**src/rtl/regfile_alu_engine.sv**
```systemverilog
// Register-file processing unit: one command at a time via valid/ready, sequenced
// IDLE -> READ -> EXEC (ALU ops only) -> WB, with add/sub flags and a signed-amount shifter.
module regfile_alu_engine #(
  parameter int DATA_W   = 16,
  parameter int ADDR_W   = 5,
  parameter int EXEC_LAT = 4
) (
  input  logic              clk,
  input  logic              rst,
  input  logic              cmd_valid,
  output logic              cmd_ready,
  input  logic [2:0]        opcode,
  input  logic [ADDR_W-1:0] rs1,
  input  logic [ADDR_W-1:0] rs2,
  input  logic [ADDR_W-1:0] rd,
  input  logic [DATA_W-1:0] imm,
  output logic [DATA_W-1:0] rd1_data,
  output logic [DATA_W-1:0] rd2_data,
  output logic [DATA_W-1:0] result,
  output logic              carry,
  output logic              ovf,
  output logic              done
);

  localparam int NREGS = 2 ** ADDR_W;
  localparam int CNT_W = (EXEC_LAT > 1) ? $clog2(EXEC_LAT) : 1;
  localparam logic [CNT_W-1:0]  CNT_LAST = CNT_W'(EXEC_LAT - 1);
  localparam logic [DATA_W-1:0] DW_C     = DATA_W'(DATA_W);
  localparam int MSB = DATA_W - 1;

  localparam logic [1:0] ST_IDLE = 2'd0;
  localparam logic [1:0] ST_READ = 2'd1;
  localparam logic [1:0] ST_EXEC = 2'd2;
  localparam logic [1:0] ST_WB   = 2'd3;

  localparam logic [2:0] OP_WRITE  = 3'b000;
  localparam logic [2:0] OP_READ1  = 3'b001;
  localparam logic [2:0] OP_READ2  = 3'b010;
  localparam logic [2:0] OP_RD1_WR = 3'b011;
  localparam logic [2:0] OP_RD2_WR = 3'b100;
  localparam logic [2:0] OP_ADD    = 3'b101;
  localparam logic [2:0] OP_SUB    = 3'b110;
  localparam logic [2:0] OP_SHIFT  = 3'b111;

  // Non-negative amount shifts left; negative shifts right arithmetically by its magnitude.
  function automatic logic [DATA_W-1:0] shift_f(input logic [DATA_W-1:0] val,
                                                 input logic [DATA_W-1:0] amt);
    logic [DATA_W-1:0] mag;
    mag = -amt;
    if (!amt[MSB]) begin
      if (amt >= DW_C) shift_f = {DATA_W{1'b0}};
      else             shift_f = val << amt;
    end else begin
      if (mag >= DW_C) shift_f = {DATA_W{val[MSB]}};
      else             shift_f = DATA_W'($signed(val) >>> mag);
    end
  endfunction

  logic [1:0]        state_q, state_d;
  logic [CNT_W-1:0]  cnt_q, cnt_d;
  logic [2:0]        op_q, op_d;
  logic [ADDR_W-1:0] rs1_q, rs1_d, rs2_q, rs2_d, rd_q, rd_d;
  logic [DATA_W-1:0] imm_q, imm_d, opa_q, opa_d, opb_q, opb_d;
  logic [DATA_W-1:0] rd1_q, rd1_d, rd2_q, rd2_d, res_q, res_d;
  logic              carry_q, carry_d, ovf_q, ovf_d, done_q, done_d;
  logic [DATA_W-1:0] regs_q [NREGS];

  logic [DATA_W:0]   sum_s, diff_s;
  logic [DATA_W-1:0] wb_rd1_s, wb_rd2_s, wb_res_s;
  logic              wb_carry_s, wb_ovf_s, wb_we_s;

  assign sum_s  = {1'b0, opa_q} + {1'b0, opb_q};
  assign diff_s = {1'b0, opa_q} - {1'b0, opb_q};

  // Write-back values per opcode; ports the opcode does not read stay zero.
  always_comb begin
    wb_rd1_s   = {DATA_W{1'b0}};
    wb_rd2_s   = {DATA_W{1'b0}};
    wb_res_s   = {DATA_W{1'b0}};
    wb_carry_s = 1'b0;
    wb_ovf_s   = 1'b0;
    wb_we_s    = 1'b0;
    case (op_q)
      OP_WRITE: begin
        wb_res_s = imm_q;
        wb_we_s  = 1'b1;
      end
      OP_READ1: begin
        wb_rd1_s = opa_q;
      end
      OP_READ2: begin
        wb_rd1_s = opa_q;
        wb_rd2_s = opb_q;
      end
      OP_RD1_WR: begin
        wb_rd1_s = opa_q;
        wb_res_s = imm_q;
        wb_we_s  = 1'b1;
      end
      OP_RD2_WR: begin
        wb_rd1_s = opa_q;
        wb_rd2_s = opb_q;
        wb_res_s = imm_q;
        wb_we_s  = 1'b1;
      end
      OP_ADD: begin
        wb_rd1_s   = opa_q;
        wb_rd2_s   = opb_q;
        wb_res_s   = sum_s[DATA_W-1:0];
        wb_carry_s = sum_s[DATA_W];
        wb_ovf_s   = (opa_q[MSB] == opb_q[MSB]) && (sum_s[MSB] != opa_q[MSB]);
        wb_we_s    = 1'b1;
      end
      OP_SUB: begin
        wb_rd1_s   = opa_q;
        wb_rd2_s   = opb_q;
        wb_res_s   = diff_s[DATA_W-1:0];
        wb_carry_s = diff_s[DATA_W];
        wb_ovf_s   = (opa_q[MSB] != opb_q[MSB]) && (diff_s[MSB] != opa_q[MSB]);
        wb_we_s    = 1'b1;
      end
      OP_SHIFT: begin
        wb_rd1_s = opa_q;
        wb_res_s = shift_f(opa_q, imm_q);
        wb_we_s  = 1'b1;
      end
      default: begin
        wb_we_s = 1'b0;
      end
    endcase
  end

  // Sequencer next-state: command latch, operand fetch, EXEC countdown, output update.
  always_comb begin
    state_d = state_q;
    cnt_d   = cnt_q;
    op_d    = op_q;
    rs1_d   = rs1_q;
    rs2_d   = rs2_q;
    rd_d    = rd_q;
    imm_d   = imm_q;
    opa_d   = opa_q;
    opb_d   = opb_q;
    rd1_d   = rd1_q;
    rd2_d   = rd2_q;
    res_d   = res_q;
    carry_d = carry_q;
    ovf_d   = ovf_q;
    done_d  = 1'b0;
    case (state_q)
      ST_IDLE: begin
        if (cmd_valid) begin
          op_d    = opcode;
          rs1_d   = rs1;
          rs2_d   = rs2;
          rd_d    = rd;
          imm_d   = imm;
          state_d = ST_READ;
        end else begin
          state_d = ST_IDLE;
        end
      end
      ST_READ: begin
        opa_d = regs_q[rs1_q];
        opb_d = regs_q[rs2_q];
        cnt_d = {CNT_W{1'b0}};
        if (op_q >= OP_ADD) state_d = ST_EXEC;
        else                state_d = ST_WB;
      end
      ST_EXEC: begin
        if (cnt_q == CNT_LAST) state_d = ST_WB;
        else                   cnt_d   = cnt_q + CNT_W'(1);
      end
      ST_WB: begin
        rd1_d   = wb_rd1_s;
        rd2_d   = wb_rd2_s;
        res_d   = wb_res_s;
        carry_d = wb_carry_s;
        ovf_d   = wb_ovf_s;
        done_d  = 1'b1;
        state_d = ST_IDLE;
      end
      default: begin
        state_d = ST_IDLE;
      end
    endcase
  end

  // Control, command and output registers.
  always_ff @(posedge clk or posedge rst) begin
    if (rst) begin
      state_q <= ST_IDLE;
      cnt_q   <= {CNT_W{1'b0}};
      op_q    <= 3'b000;
      rs1_q   <= {ADDR_W{1'b0}};
      rs2_q   <= {ADDR_W{1'b0}};
      rd_q    <= {ADDR_W{1'b0}};
      imm_q   <= {DATA_W{1'b0}};
      opa_q   <= {DATA_W{1'b0}};
      opb_q   <= {DATA_W{1'b0}};
      rd1_q   <= {DATA_W{1'b0}};
      rd2_q   <= {DATA_W{1'b0}};
      res_q   <= {DATA_W{1'b0}};
      carry_q <= 1'b0;
      ovf_q   <= 1'b0;
      done_q  <= 1'b0;
    end else begin
      state_q <= state_d;
      cnt_q   <= cnt_d;
      op_q    <= op_d;
      rs1_q   <= rs1_d;
      rs2_q   <= rs2_d;
      rd_q    <= rd_d;
      imm_q   <= imm_d;
      opa_q   <= opa_d;
      opb_q   <= opb_d;
      rd1_q   <= rd1_d;
      rd2_q   <= rd2_d;
      res_q   <= res_d;
      carry_q <= carry_d;
      ovf_q   <= ovf_d;
      done_q  <= done_d;
    end
  end

  // Register file; operands were captured in READ, so a same-address write stays read-before-write.
  always_ff @(posedge clk or posedge rst) begin
    if (rst) begin
      for (int i = 0; i < NREGS; i++) regs_q[i] <= {DATA_W{1'b0}};
    end else if ((state_q == ST_WB) && wb_we_s) begin
      regs_q[rd_q] <= wb_res_s;
    end
  end

  assign cmd_ready = (state_q == ST_IDLE);
  assign rd1_data  = rd1_q;
  assign rd2_data  = rd2_q;
  assign result    = res_q;
  assign carry     = carry_q;
  assign ovf       = ovf_q;
  assign done      = done_q;

endmodule

```
**config.mk**
```make
export PLATFORM = sky130hd
export DESIGN_NAME = regfile_alu_engine
export DESIGN_NICKNAME = d
export VERILOG_FILES = /design/src/rtl/regfile_alu_engine.sv
export SDC_FILE = /design/constraint.sdc
export NUM_CORES = 2
export LEC_CHECK = 0
export ABC_AREA = 1
export CAP_MARGIN = 40
export CORE_ASPECT_RATIO = 1.1
export CORE_MARGIN = 8
export CORE_UTILIZATION = 59
export CTS_CLUSTER_DIAMETER = 30
export DETAILED_ROUTE_END_ITERATION = 8
export PLACE_DENSITY = 0.76
export RECOVER_POWER = 100
export SLEW_MARGIN = 30
export SYNTH_ARGS = -nofsm -noshare
export SYNTH_HDL_FRONTEND = slang
export SYNTH_SLANG_ARGS = --single-unit
```
**constraint.sdc**
```tcl
create_clock -name clk -period 57.9 [get_ports clk]
set_input_delay 8.685 -clock clk [delete_from_list [all_inputs] [get_ports clk]]
set_output_delay 8.685 -clock clk [all_outputs]
set_load 0.05 [all_outputs]
```
* After elaboration in Yosys (flattened, before gate mapping)
Cells that the tools add are included.
** Operators by class
- Muxes and demuxes :: 25
- Reductions and logical operators :: 13
- Bitwise logic cells :: 3
- Shift operators :: 2
- Eq/ne operators :: 17
- Add/subtract/negate cells :: 4
- $lt $le $gt $ge :: 7
** Operators by type and width (number)
- 512-bit bitwise mux :: 1
- 16-bit binary-select mux with 5-bit select :: 2
- 16-bit two-way mux :: 10
- 16-bit demux with 5-bit select :: 1
- 16-bit one-hot mux with 4 select lines :: 1
- 16-bit by 5-bit >= comparator with 1-bit output, second input constant :: 2
- 6-bit >= comparator, second input constant :: 3
- 5-bit NOT with 6-bit output :: 3
- 16-bit by 16-bit adder with 17-bit output :: 1
- 16-bit by 16-bit subtractor with 17-bit output :: 1
- 16-bit negation :: 1
- 16-bit by 16-bit left shift with 16-bit output :: 1
- 16-bit by 16-bit >>> shifter with 16-bit output :: 1
- 3-bit == test, second input constant :: 4
- 2-bit one-hot mux with 4 select lines :: 1
- 7-bit OR reduction :: 1
- 2-bit == test, second input constant :: 3
- 3-bit by 2-bit == test with 1-bit output, second input constant :: 2
- 6-bit by 1-bit < comparator with 1-bit output, second input constant :: 1
- 6-bit OR reduction :: 1
- 1-bit logical AND :: 4
- 1-bit two-way mux :: 4
- 2-bit two-way mux :: 2
- 2-bit != test, second input constant :: 2
- other kinds (14) :: 18
** Word-level totals
- Logic and storage cells :: 118
- Bits in registers :: 633
- Input bits :: 37
- Output and inout port bits :: 52

* Depth between registers and ports, before layout
- Word-level depth :: 6
- Depth in mapped cells :: 28

* Worst setup path before layout
Ideal clock, no wire load.
- Path type :: reg2out
- Start :: register state_q[0]
- End :: output port cmd_ready
- Stages on the path, launching flop included :: 3
- Path slack :: 48.271 ns
- Data arrival time :: 0.944 ns
- Data required time :: 49.215 ns
- Path buffers :: 0
- Path through :: dfrtp_1 > inv_1 > ha_1
** On the way
- Cells in the longest elaborated chain, start to end :: 1
** Ends and longest elaborated chain
- from (decl) :: line 59 : logic [1:0] state_q, state_d;
- from (signal assigned) :: line 208 : state_q <= state_d;
- 2-bit zero test :: line 235 : assign cmd_ready = (state_q == ST_IDLE);
- to (decl) :: line 11 : output logic cmd_ready,
No other way between the ends.

==> results by group <==
Run status
  – Status: finished with violations
  – Failing checks: design-rule violations, max-capacitance violations, max-slew violations

STA
  – Sum Neg Setup Slack: 0 ns
  – Rel. slew slack: -3.494
  – Unrepaired setup endpoints after global routing: no
  – Clock Skew: ~0.032 ns
  – Tightest Pin Transition: ~6.7 ns
  – Setup violators final: 0
  – Fmax: 46.49 MHz
  – Number of failing hold endpoints at the final stage: 0
  – Crit path time final: 21.51 ns
  – Slew Viols, Final: roughly 1,400
  – Fin crit share: 0.3715

Pwr
  – Lkg Pwr: 21.20 nW
  – Maximum vdd drop: around 90 uV
  – Cell Pwr Density: ~76 nW/um^2

Floorplanning
  – Die area: approximately 70,000 sq um
  – Chip height: 279.1 um
  – Die Width: approximately 260 um
  – # IOs: 89
  – Core box area: around 62,000 sq um
  – # rows: 96
  – Initial core utilization: 0.5955

Clock network
  – Clk sinks: 633
  – Post-CTS setup repair buffer count: 0
  – # H-tree levels: 4
  – # hold bufs at CTS: 0
  – Post-CTS Resized: 0
  – CTS Buffer Depth: 3
  – CTS tree: done
  – CTS buffer count: around 140
  – Root buffer cell: clkbuf_16
  – Clk Latency, worst-skew pair: between 0.7 and 0.8 ns
  – Clock slew at reported path FFs: 0.05 ns

Cells and area
  – Fin nets: about 5,400
  – Fin area: ~43,000 sq um
  – Fin cells: 6,282
  – Share of layout cells above drive strength 1: 0.05946
  – P&R area growth vs syn: 14.98%
  – Antenna diode count: 0

Setup path
  – Worst setup EP type: async pin
  – Worst Path Buf+Inv: 5
  – Worst-path fanout max: 127
  – Crit-path cells: dlygate4sd3_1 -> clkinvlp_2 -> clkbuf_1 -> clkbuf_1 -> clkbuf_1
  – Req. time, crit path: between 50 and 60 ns
  – Crit-path most repeated cell: clkbuf_1
  – Reg2reg start: rs1_q[1]
  – CP Class: in -> async
  – Critical path startpoint: rst
  – Startpoint Class: input port
  – Crit-path max cell delay: 4.82 ns
  – Crit path arrival time: around 21 ns
  – Critical path's top delay family: buffers and inverters
  – Slowest-stage cell, CP: clkbuf_1

Route
  – Post-DR vias/cell: ~6.4
  – Total wire length: around 150 mm
  – Vias: approximately 40,000
  – DR pass1 iterations: 9
  – Residual DRC: 1
  – Final ANT Viol Nets: 0
  – DR iter-0 viols: between 6,000 and 7,000
  – DR WL/cell: around 24 um

Synth
  – Mux share of post-synthesis cell area: 0.0003034
  – Ys flop type: dfrtp_1
  – Asr flop ratio synth: 1.000
  – Cells after Synth: roughly 5,400
  – Register area share after synthesis: 0.4267
  – Mapped Area: ~37,000 sq um
  – Seq cells post-synth: around 630
  – Post-Syn Nets: about 5,500
  – Netlist cell types: slightly above 50
  – Post-synthesis adder-cell area fraction: 0.01422
  – Complex-gate fraction of the synthesized area: 0.1833
  – Post-Synth Simple-Gate Area: 0.3103
  – Avg Cell Area, Syn: just under 7 sq um
  – YS warnings: 0
  – Post-synth EDFFs: 0
  – Xor/xnor share of the synthesized area: 0.001416
  – Main combinational cell family by area after synthesis: simple AND/OR/NAND/NOR gates

Global route
  – GRT Total Usage: 0.4220
  – Initial antenna violation count: 4
  – Residual overflow from global routing: 0
  – Vias in the first global route: approximately 38,000
  – First-pass GRT wire length: ~230 mm
  – Largest net degree at the start of global routing: 182

Place
  – DP Area: 38,280 sq um
  – PortBufs: slightly below 90
  – Dpl cells: approximately 6,000
  – Detailed Place HPWL: roughly 94 mm
  – GP Congestion: just over 1

Min path
  – Worst min path class: reg -> reg
  – Hold path startpoint: result[9]

Job
  – Max_cap viols: 29
==> routing by layer <==
layer  vias up  GRT usage  routed length (um)  part of all wire
li1      17650          -                   -                 -
met1     18820     0.5359               54610              0.36
met2      3238     0.5914               63400              0.41
met3       708     0.1625               23630              0.15
met4         8     0.2807               11360             0.074
met5         -          0                  40           0.00026
==> worst paths after layout <==
check | to | slack (ns) | depth (start not counted)
min in group asynchronous | cnt_q[1] | 8.86 | 2
setup reg to reg | opa_q[11] | 49.44 | 9
hold / removal | result[9] | 0.47 | 2
hold reg to reg | result[9] | 0.47 | 2
max in group clk | rd_q[0] | 46.63 | 4
setup / recovery | regs_q[4] | 36.39 | 5
==> cells by family after synthesis <==
family | count (synthesis)
buffers and inverters | 565
multiplexers | 1
XOR/XNOR | 6
flip-flops | 633
AO/OA/AOI/OAI | 1221
adder cells (fa/ha/maj) | 41
AND/OR/NAND/NOR | 2937
==> through the flow <==
stage,setup slack (ns),power [mW],utilization,hold WS [ns]
2_1_floorplan,31.48,1.757,-,0.4457
3_3_place_gp,46.20,2.300,0.6102,0.4612
3_5_place_dp,46.32,2.356,0.6141,0.4661
4_1_cts,46.85,3.161,0.6895,0.4791
5_1_grt,33.96,3.349,0.6846,0.4889
6_report,36.39,3.236,0.6846,0.4690
==> where the power goes <==
| part | switching, mW | leakage (nW) | internal [mW] | total [mW] |
|---|---|---|---|---|
| combinational | 1.25 | 10.4 | 0.429 | 1.67 |
| sequential | 0.168 | 8.48 | 0.597 | 0.764 |
| clock | 0.276 | 2.27 | 0.521 | 0.797 |
| total | 1.69 | 21.2 | 1.55 | 3.24 |
==> state kept, by name, indices dropped and copies added (netlist names) <==
signal / count
cnt_q: 2
ovf: 1
rs1_q: 5
state_q: 2
carry: 1
done: 1
regs_q: 512
opa_q: 16
rs2_q: 5
rd_q: 5
rd1_data: 16
rd2_data: 16
imm_q: 16
result: 16
op_q: 3
opb_q: 16
==> cells in the final DEF (no fill, tap or decap), drive strengths merged, types with 18 or more instances in the layout <==
cell           instances
clkinv                39
ha                    39
dfrtp                633
o31ai                 19
o221ai                30
clkdlybuf4s50         34
nand3                188
nand2               1901
nor2                 818
o21ai                730
clkinvlp              18
a21oi                103
o22ai                285
buf                   40
clkbuf               223
inv                  188
dlygate4sd3           54
==> synthesized netlist by cell type, types with 4 or more instances <==
cell	count	area, sq um
nand3_2	9	90.09
o31ai_1	19	142.6
o211ai_1	8	60.06
nand2_2	15	93.84
buf_4	21	157.7
buf_1	20	75.07
inv_2	9	33.78
nand4_1	8	50.05
a21oi_1	101	505.5
nor3_1	13	65.06
inv_1	162	608.1
o21ai_1	10	50.05
nor2_1	803	3014
nand2_1	1883	7068
nand3_1	179	895.9
o32ai_1	13	113.9
o21ai_0	720	3603
buf_2	20	100.1
a31oi_1	9	56.30
ha_1	39	488.0
o311ai_0	8	70.07
buf_6	16	180.2
clkinv_1	8	30.03
o22ai_1	285	1783
clkbuf_1	307	1152
dfrtp_1	633	15840
nor2_2	10	62.56
xor2_1	4	35.03
o221ai_1	30	262.8
==> final cells by class <==
cell class,count,area (sq um)
clock buffer,167,3691
clock inverter,80,1008
fill,5327,19660
inverter,179,693.2
multi-input combinational,4206,18860
sequential,633,15850
tap,833,1042
timing repair buffer,184,1535
==> tightest hold or removal path, stage by stage (launching register included) <==
cell and delay, ns:
dfrtp_1 0.33, nand2_1 0.05, nand2_1 0.05
Power figures use the tool's default switching activity.
